### src/rtl/dsp_mac_slice.sv
// Parametrised MAC slice: pre-adder, unsigned multiplier and post-adder/accumulator
// with optional input/multiplier registers, a valid pipeline, sticky overflow and saturation.
module dsp_mac_slice #(
   parameter int    AW         = 18,
   parameter int    BW         = 18,
   parameter int    PW         = 48,
   parameter int    IREG       = 1,
   parameter int    MREG       = 1,
   parameter string CARRYINSEL = "OPMODE5",
   parameter int    SATURATE   = 0
) (
   input  logic             CLK,
   input  logic             RST,
   input  logic             CE,
   input  logic             IN_VALID,
   input  logic [AW-1:0]    A,
   input  logic [BW-1:0]    B,
   input  logic [BW-1:0]    D,
   input  logic [PW-1:0]    C,
   input  logic [PW-1:0]    PCIN,
   input  logic             CARRYIN,
   input  logic [7:0]       OPMODE,
   output logic [AW+BW-1:0] M,
   output logic [PW-1:0]    P,
   output logic [PW-1:0]    PCOUT,
   output logic             CARRYOUT,
   output logic             OVERFLOW,
   output logic             OUT_VALID
);

   localparam int MW          = AW + BW;
   localparam int DABW        = 2*BW + AW;
   localparam bit USE_CIN_PIN = (CARRYINSEL == "CARRYIN");

   typedef struct packed {
      logic [AW-1:0] a;
      logic [BW-1:0] b;
      logic [BW-1:0] d;
      logic [PW-1:0] c;
      logic [PW-1:0] pcin;
      logic          cin;
      logic [7:0]    op;
      logic          vld;
   } s1_t;

   // Only the opmode bits still needed after the multiplier are carried forward.
   typedef struct packed {
      logic [MW-1:0]   m;
      logic [DABW-1:0] dab;
      logic [PW-1:0]   c;
      logic [PW-1:0]   pcin;
      logic            cin;
      logic            sub;
      logic [1:0]      zsel;
      logic [1:0]      xsel;
      logic            vld;
   } s2_t;

   function automatic logic [BW-1:0] pre_add(input logic [7:0] op, input logic [BW-1:0] b,
                                             input logic [BW-1:0] d);
      if (!op[4])
         return b;
      else if (op[6])
         return d - b;
      else
         return d + b;
   endfunction

   function automatic logic [PW-1:0] sat_result(input logic [PW:0] r, input logic sub);
      if ((SATURATE != 0) && r[PW])
         return sub ? '0 : '1;
      return r[PW-1:0];
   endfunction

   s1_t in_p0;
   s1_t stg_p1;
   s2_t s2_in;
   s2_t stg_p2;

   logic [PW-1:0] p_d, p_q;
   logic          carryout_d, carryout_q;
   logic          overflow_d, overflow_q;
   logic          out_valid_d, out_valid_q;
   logic [PW-1:0] x_p2, z_p2, res_p2;
   logic [PW:0]   r_p2;

   always_comb begin
      in_p0.a    = A;
      in_p0.b    = B;
      in_p0.d    = D;
      in_p0.c    = C;
      in_p0.pcin = PCIN;
      in_p0.cin  = CARRYIN;
      in_p0.op   = OPMODE;
      in_p0.vld  = IN_VALID;
   end

   // ---- S1: input register ----
   generate
      if (IREG != 0) begin : g_ireg
         s1_t stg_p1_d, stg_p1_q;
         always_comb stg_p1_d = CE ? in_p0 : stg_p1_q;
         always_ff @(posedge CLK) begin
            if (RST)
               stg_p1_q <= '0;
            else
               stg_p1_q <= stg_p1_d;
         end
         assign stg_p1 = stg_p1_q;
      end else begin : g_no_ireg
         assign stg_p1 = in_p0;
      end
   endgenerate

   always_comb begin
      s2_in.m    = MW'(stg_p1.a) * MW'(pre_add(stg_p1.op, stg_p1.b, stg_p1.d));
      s2_in.dab  = {stg_p1.d, stg_p1.a, stg_p1.b};
      s2_in.c    = stg_p1.c;
      s2_in.pcin = stg_p1.pcin;
      s2_in.cin  = USE_CIN_PIN ? stg_p1.cin : stg_p1.op[5];
      s2_in.sub  = stg_p1.op[7];
      s2_in.zsel = stg_p1.op[3:2];
      s2_in.xsel = stg_p1.op[1:0];
      s2_in.vld  = stg_p1.vld;
   end

   // ---- S2: multiplier register ----
   generate
      if (MREG != 0) begin : g_mreg
         s2_t stg_p2_d, stg_p2_q;
         always_comb stg_p2_d = CE ? s2_in : stg_p2_q;
         always_ff @(posedge CLK) begin
            if (RST)
               stg_p2_q <= '0;
            else
               stg_p2_q <= stg_p2_d;
         end
         assign stg_p2 = stg_p2_q;
      end else begin : g_no_mreg
         assign stg_p2 = s2_in;
      end
   endgenerate

   // Post-adder in PW+1 bits; bit PW is the carry (add) or borrow (subtract).
   always_comb begin
      x_p2 = '0;
      case (stg_p2.xsel)
         2'd1:    x_p2 = PW'(stg_p2.m);
         2'd2:    x_p2 = p_q;
         2'd3:    x_p2 = PW'(stg_p2.dab);
         default: x_p2 = '0;
      endcase
      z_p2 = '0;
      case (stg_p2.zsel)
         2'd1:    z_p2 = stg_p2.pcin;
         2'd2:    z_p2 = p_q;
         2'd3:    z_p2 = stg_p2.c;
         default: z_p2 = '0;
      endcase
      if (stg_p2.sub)
         r_p2 = {1'b0, z_p2} - ({1'b0, x_p2} + {{PW{1'b0}}, stg_p2.cin});
      else
         r_p2 = {1'b0, z_p2} + {1'b0, x_p2} + {{PW{1'b0}}, stg_p2.cin};
      res_p2 = sat_result(r_p2, stg_p2.sub);
   end

   // ---- S3: result register ----
   always_comb begin
      p_d         = p_q;
      carryout_d  = carryout_q;
      overflow_d  = overflow_q;
      out_valid_d = out_valid_q;
      if (CE) begin
         out_valid_d = stg_p2.vld;
         if (stg_p2.vld) begin
            p_d        = res_p2;
            carryout_d = r_p2[PW];
            overflow_d = overflow_q | r_p2[PW];
         end
      end
   end

   always_ff @(posedge CLK) begin
      if (RST) begin
         p_q         <= '0;
         carryout_q  <= 1'b0;
         overflow_q  <= 1'b0;
         out_valid_q <= 1'b0;
      end else begin
         p_q         <= p_d;
         carryout_q  <= carryout_d;
         overflow_q  <= overflow_d;
         out_valid_q <= out_valid_d;
      end
   end

   assign M         = stg_p2.m;
   assign P         = p_q;
   assign PCOUT     = p_q;
   assign CARRYOUT  = carryout_q;
   assign OVERFLOW  = overflow_q;
   assign OUT_VALID = out_valid_q;

endmodule

### config.mk
export PLATFORM = sky130hd
export DESIGN_NAME = dsp_mac_slice
export DESIGN_NICKNAME = d
export VERILOG_FILES = /design/src/rtl/dsp_mac_slice.sv
export SDC_FILE = /design/constraint.sdc
export NUM_CORES = 2
export LEC_CHECK = 0
export CAP_MARGIN = 20
export CORE_MARGIN = 2
export CORE_UTILIZATION = 55
export CTS_BUF_LIST = sky130_fd_sc_hd__clkbuf_4 sky130_fd_sc_hd__clkbuf_8
export CTS_CLUSTER_DIAMETER = 120
export DETAILED_ROUTE_END_ITERATION = 10
export GPL_TIMING_DRIVEN = 1
export PLACE_DENSITY = 0.9
export SYNTH_ARGS = -nofsm -noshare
export SYNTH_HDL_FRONTEND = slang
export SYNTH_SLANG_ARGS = --single-unit
### constraint.sdc
create_clock -name CLK -period 9.3 [get_ports CLK]
set_clock_uncertainty 0.15 [all_clocks]
set_input_delay 1.86 -clock CLK [delete_from_list [all_inputs] [get_ports CLK]]
set_output_delay 1.86 -clock CLK [all_outputs]
set_load 0.01 [all_outputs]
**Word-level counts from Yosys, hierarchy flattened**

Cells that the tools add are included.

- Register bits: 397
- Logic and storage cells: 40
- Input port bits: 163
- Output and inout port bits: 135

- Reductions and logical operators: 1
- Multipliers: 1
- Multiplexer cells: 5
- Add/subtract/negate cells: 6
- Bitwise gates (word level): 1
- Equality and inequality tests: 6

Operators with widths:

| cell | count |
|---|---|
| $pmux W48 S3 | 2 |
| $add A48 B1 Y49 | 1 |
| $add A48 B48 Y49 | 1 |
| $add A49 B1 Y49 | 1 |
| $mux W49 | 1 |
| $sub A48 B49 Y49 | 1 |
| $mul A18 B18 Y36 | 1 |
| $mux W18 | 2 |
| $add A18 B18 Y18 | 1 |
| $sub A18 B18 Y18 | 1 |
| $eq A2 B2 Y1 const B | 4 |
| $eq A2 B1 Y1 const B | 2 |
| $reduce_and A2 Y1 | 1 |
| $or A1 B1 Y1 | 1 |

**Logic depth before layout (Yosys ltp)**

- Word-level depth: 6
- Mapped depth: 40
- Gate-level depth less buffers: 39

**Worst setup path before layout**

OpenSTA, ideal clock, no wires.

- Path kind: register -> register
- Start: reg g_ireg.stg_p1_q[7] in the netlist's numbering
- End: reg g_mreg.stg_p2_q, in the netlist M[30]
- Path slack: 0.331 ns
- Cell stages (with the launch flop): 38
- Library setup time: 0.130 ns
- Arrival: 8.689 ns
- Path buffers: 3
- Clock period less this slack: 8.969 ns
- Required time: 9.020 ns
- Cells stage by stage: dfxtp_1 > clkbuf_1 > buf_1 > nor2_1 > xnor2_1 > ha_1 > nor2b_1 > o21ai_0 > a21boi_1 > o21ai_1 > a21boi_1 > o21a_1 > o21ai_0 > a21bo_2 > a21boi_0 > o31ai_2 > clkbuf_1 > nand2_1 > (+2 left out) > inv_1 > fa_1 > fa_1 > fa_1 > inv_1 > fa_1 > inv_1 > ha_1 > a21o_1 > a21o_1 > a21oi_1 > o21ai_0 > a221oi_1 > o21ai_0 > o21a_1 > nor2_1 > xor2_1 > o22ai_1

- Word-level cells in the longest chain between the ends: 3

RTL lines:

| item | RTL line | text |
|---|---|---|
| from (decl) | 101 | `s1_t stg_p1_d, stg_p1_q;` |
| from (signal assigned) | 107 | `stg_p1_q <= stg_p1_d;` |
| $mux W18 | 63 | `else if (op[6])` |
| $mux W18 | 61 | `if (!op[4])` |
| $mul A18 B18 Y36 | 116 | `s2_in.m = MW'(stg_p1.a) * MW'(pre_add(stg_p1.op, stg_p1.b, stg_p1.d));` |
| to (signal assigned) | 136 | `stg_p2_q <= stg_p2_d;` |
| to (decl) | 130 | `s2_t stg_p2_d, stg_p2_q;` |

Every way passes these cells.
A chain may end at the register's enable or synchronous reset.

**Worst setup path after layout**

- Start: reg g_ireg.stg_p1_q[124] in the netlist's numbering
- End: reg g_mreg.stg_p2_q, in the netlist M[33]

- Word-level cells in the longest chain between the ends: 4
- Elaborated cells between the ends (all ways): 5
- Those cells by class: add/sub (2); mul (1); mux (2)

RTL lines:

| item | RTL line |
|---|---|
| $add A18 B18 Y18 or $sub A18 B18 Y18 (tied branches) | 66, 64 |
| $mux W18 | 63 |
| $mux W18 * | 61 |
| $mul A18 B18 Y36 * | 116 |

Every way passes the cells marked *; elsewhere a longest branch is shown, timed or not.

==> summary.txt <==
Global routing
  • First-pass GRT wire length: 162000 um
  • Antenna violations before repair: 1
  • GR Util met1: 36.9%
  • Vias in the first global route: 29871
  • Total Routing Usage GR: 31.1%
  • Largest net degree at the start of global routing: 194
  • Most Crowded Layer GR: met2
  • Gr ovfl total: 0
  • Met2 usage: 52.3%
  • Met3 usage: 5.24%

Timing
  • Final period util: 97.1%
  • Least-Margin Pin Slew: 1.12 ns
  • Setup violators final: 0
  • Peak Freq: 0.111 GHz
  • Setup repair after global routing missed its margin: true
  • Max-slew violation count: 0
  • Fin crit period: 9.03 ns
  • Final setup margin: 0.269 ns
  • Final Hold Fails: 0
  • Slew Limit Headroom: 25.5%

Power
  • Leak Pwr: 18.7 nW
  • Peak VDD IR: 0.123 mV
  • Int Pwr: 3.66 mW
  • PwrDens: 141 nW/um2
  • Net Sw Frac: 34.8%
  • Flop pwr share: 34.6%
  • Clock share of power: 33.3%
  • Comb power frac: 32.1%
  • Switching power: 1.95 mW

Worst setup path
  • Slowest cell delay on critical path: 0.51 ns
  • FF-to-FF Start: g_ireg.stg_p1_q[124]
  • Kind of critical path: register to register
  • Arr. time, crit path: 9.44 ns
  • Critical path capture point type: register
  • Critical path's slowest cell: fa_1
  • Crit path required time: 9.71 ns
  • Startpoint type of the worst setup path: register
  • Crit-path max FO: 5
  • Capturing point of the worst reg2reg path: M[33]
  • R2R Setup Slk: 0.27 ns
  • Top cell by count, worst path: fa_1
  • FF-to-FF path depth: 38

Detailed routing
  • Detailed Routing Iterations Pass 1: 6
  • DRT Wirelength: 105000 um
  • Avg Vias per Cell: 5.81
  • Vias: 29817
  • Routed Antenna Nets: 0
  • DRC Markers: 0
  • DRC marker count from the first detailed-route iteration: 2824
  • Avg WL per Cell: 20.4 um

Final layout
  • Commonest non-fill, non-tap cell in the layout: inv_1
  • Final Non-Filler Cells: 5132
  • Filler cells: 4825
  • Register area: 7960 um2
  • Post-layout nets: 4923
  • Commonest cells after routing, fill and taps aside: inv_1, nor2_1, dfxtp_1
  • Layout area overhead: 14.3%
  • Layout cells sized above 1: 7.98%
  • Multi-input logic area: 23800 um2

Die
  • I/O Pins: 298
  • Core footprint: 62900 um2
  • Num rows: 92
  • Initial cell density of the core: 55.5%
  • Die area: 65400 um2
  • Die H: 256 um
  • Die width: 256 um

Logic synthesis
  • Ys flop type: dfxtp_1
  • Seq/Total Area, Yosys: 22.8%
  • Post-synth top area share: 22.8%
  • Register bit total from synthesis: 397
  • Synthesized area per cell: 8.52 um2
  • EDFF count, synth: 0
  • Cell variety after synth: 81
  • Yosys top cell by area: dfxtp_1
  • Mapped cell area: 34900 um2
  • Syn. warnings: 0
  • Post-Syn Nets: 4783
  • Post-Syn Instances: 4092
  • Leading cell types by total area after synthesis: dfxtp_1, fa_1, mux2i_1, ha_1, inv_1
  • Fraction of registers with async set/reset: 0%

Clocking
  • H-tree levels: 3
  • Max Buffers Root-to-Sink: 3
  • Root buf cell: clkbuf_8
  • Hold_buf cts: 0
  • CTS tree: built
  • CTS clk-pin slew, worst paths: 0.06 ns
  • CTS Buf Count: 70
  • Clock sinks: 397
  • Clk_lat worst skew: 0.70 ns

Min path
  • Hold WC Path Type: register to register
  • Hold path start: OUT_VALID
  • Hold depth: 2
  • Hold endpoint: OUT_VALID

Place
  • Placement Setup Slack: 0.0165 ns
  • Post-Place Cells: 4989
  • Port Buf Inserts: 296
  • Final Wtd Congestion: 0.977
  • DP HPWL: 76800 um

Flow run
  • Max-cap viol count: 0

Status
  • Status: finished, final reports clean
[worst max-delay path, delay by kind of cell (launching register included)]
family	cells	cell delay, ns
AND/OR/NAND/NOR	11	1.95
AO/OA/AOI/OAI	8	1.57
XOR/XNOR	3	0.49
adder cells (fa/ha/maj)	8	3.55
flip-flops	1	0.36
buffers and inverters	8	0.86
[logic make-up after synthesis]
| kind of cell | share of synthesized area (%) |
|---|---|
| xor+xnor | 3.52 |
| fa+ha+maj | 24.6 |
| mux | 13.1 |
| compound gates | 11.4 |
| buf+inv | 9.54 |
| simple gates | 15.1 |
| flops | 22.8 |
[stage by stage]
stage,cell area (um2),TNS (ns),hold WS (ns),total power [mW],util (%)
final,39800,0,0.333,5.61,63.4
after global routing,39800,-1.03,0.355,5.87,63.4
after CTS,39500,0,0.334,5.54,62.9
after detailed placement,37900,0,0.320,3.67,60.3
after global placement,37900,0,0.311,3.62,60.3
after floorplan,34900,0,0.304,3.13,-
[metal layers]
metal / vias to the layer above / part of all wire [%]
met5: - / 0
met4: 0 / 7.5
met3: 395 / 7.5
met2: 1371 / 47
met1: 14385 / 38
li1: 13666 / -
[flip-flops by register name, summed over array words and instances (netlist names)]
| name | flops |
|---|---|
| g_mreg.stg_p2_q | 151 |
| g_ireg.stg_p1_q | 159 |
| OVERFLOW | 1 |
| CARRYOUT | 1 |
| M | 36 |
| OUT_VALID | 1 |
| P | 48 |
[synth_stat cells, drive strengths merged, types with 35 or more instances]
| cell type | number |
|---|---|
| inv | 499 |
| nor2 | 489 |
| dfxtp | 397 |
| mux2i | 352 |
| nand2 | 341 |
| ha | 267 |
| fa | 261 |
| a21oi | 167 |
| clkbuf | 158 |
| buf | 139 |
| o21ai | 127 |
| xnor2 | 105 |
| mux2 | 91 |
| nor2b | 84 |
| and2 | 76 |
| nor3 | 51 |
| a21o | 47 |
| nand2b | 47 |
| xor2 | 35 |
[how the worst max path moves through the flow]
stage | startpoint | endpoint | slack (ns) | depth (start not counted)
after floorplan | g_ireg.stg_p1_q[7] | M[30] | 0.33 | 37
after global placement | g_ireg.stg_p1_q[124] | M[32] | 0.23 | 37
after detailed placement | g_ireg.stg_p1_q[124] | M[35] | 0.02 | 36
after CTS | g_ireg.stg_p1_q[125] | M[35] | 0.05 | 37
after global routing | g_ireg.stg_p1_q[124] | M[32] | -0.18 | 37
final | g_ireg.stg_p1_q[124] | M[33] | 0.27 | 38
[power groups by stage]
stage	Combinational (mW)	Clock, mW	Sequential, mW
after detailed placement	1.70	0	1.97
after global routing	1.97	1.95	1.94
after CTS	1.72	1.88	1.93
after floorplan	1.25	0	1.88
final	1.80	1.87	1.94
after global placement	1.65	0	1.96
[what timing repair did]
action / 4_1_cts / 5_1_grt
cloned: 0 / 2
pin swaps: 0 / 18
setup buffers: 0 / 14
setup endpoints to repair: 4 / 13
resized for setup: 3 / 48
[area by class of cell]
class | instances | share of cell area [%]
timing repair buffer | 364 | 8.92
clock inverter | 23 | 0.801
clock buffer | 101 | 3.21
sequential | 397 | 20.0
multi-input combinational | 2897 | 59.7
antenna | 2 | 0.0126
inverter | 502 | 4.73
tap | 846 | 2.66
Power figures use the tool's default switching activity.
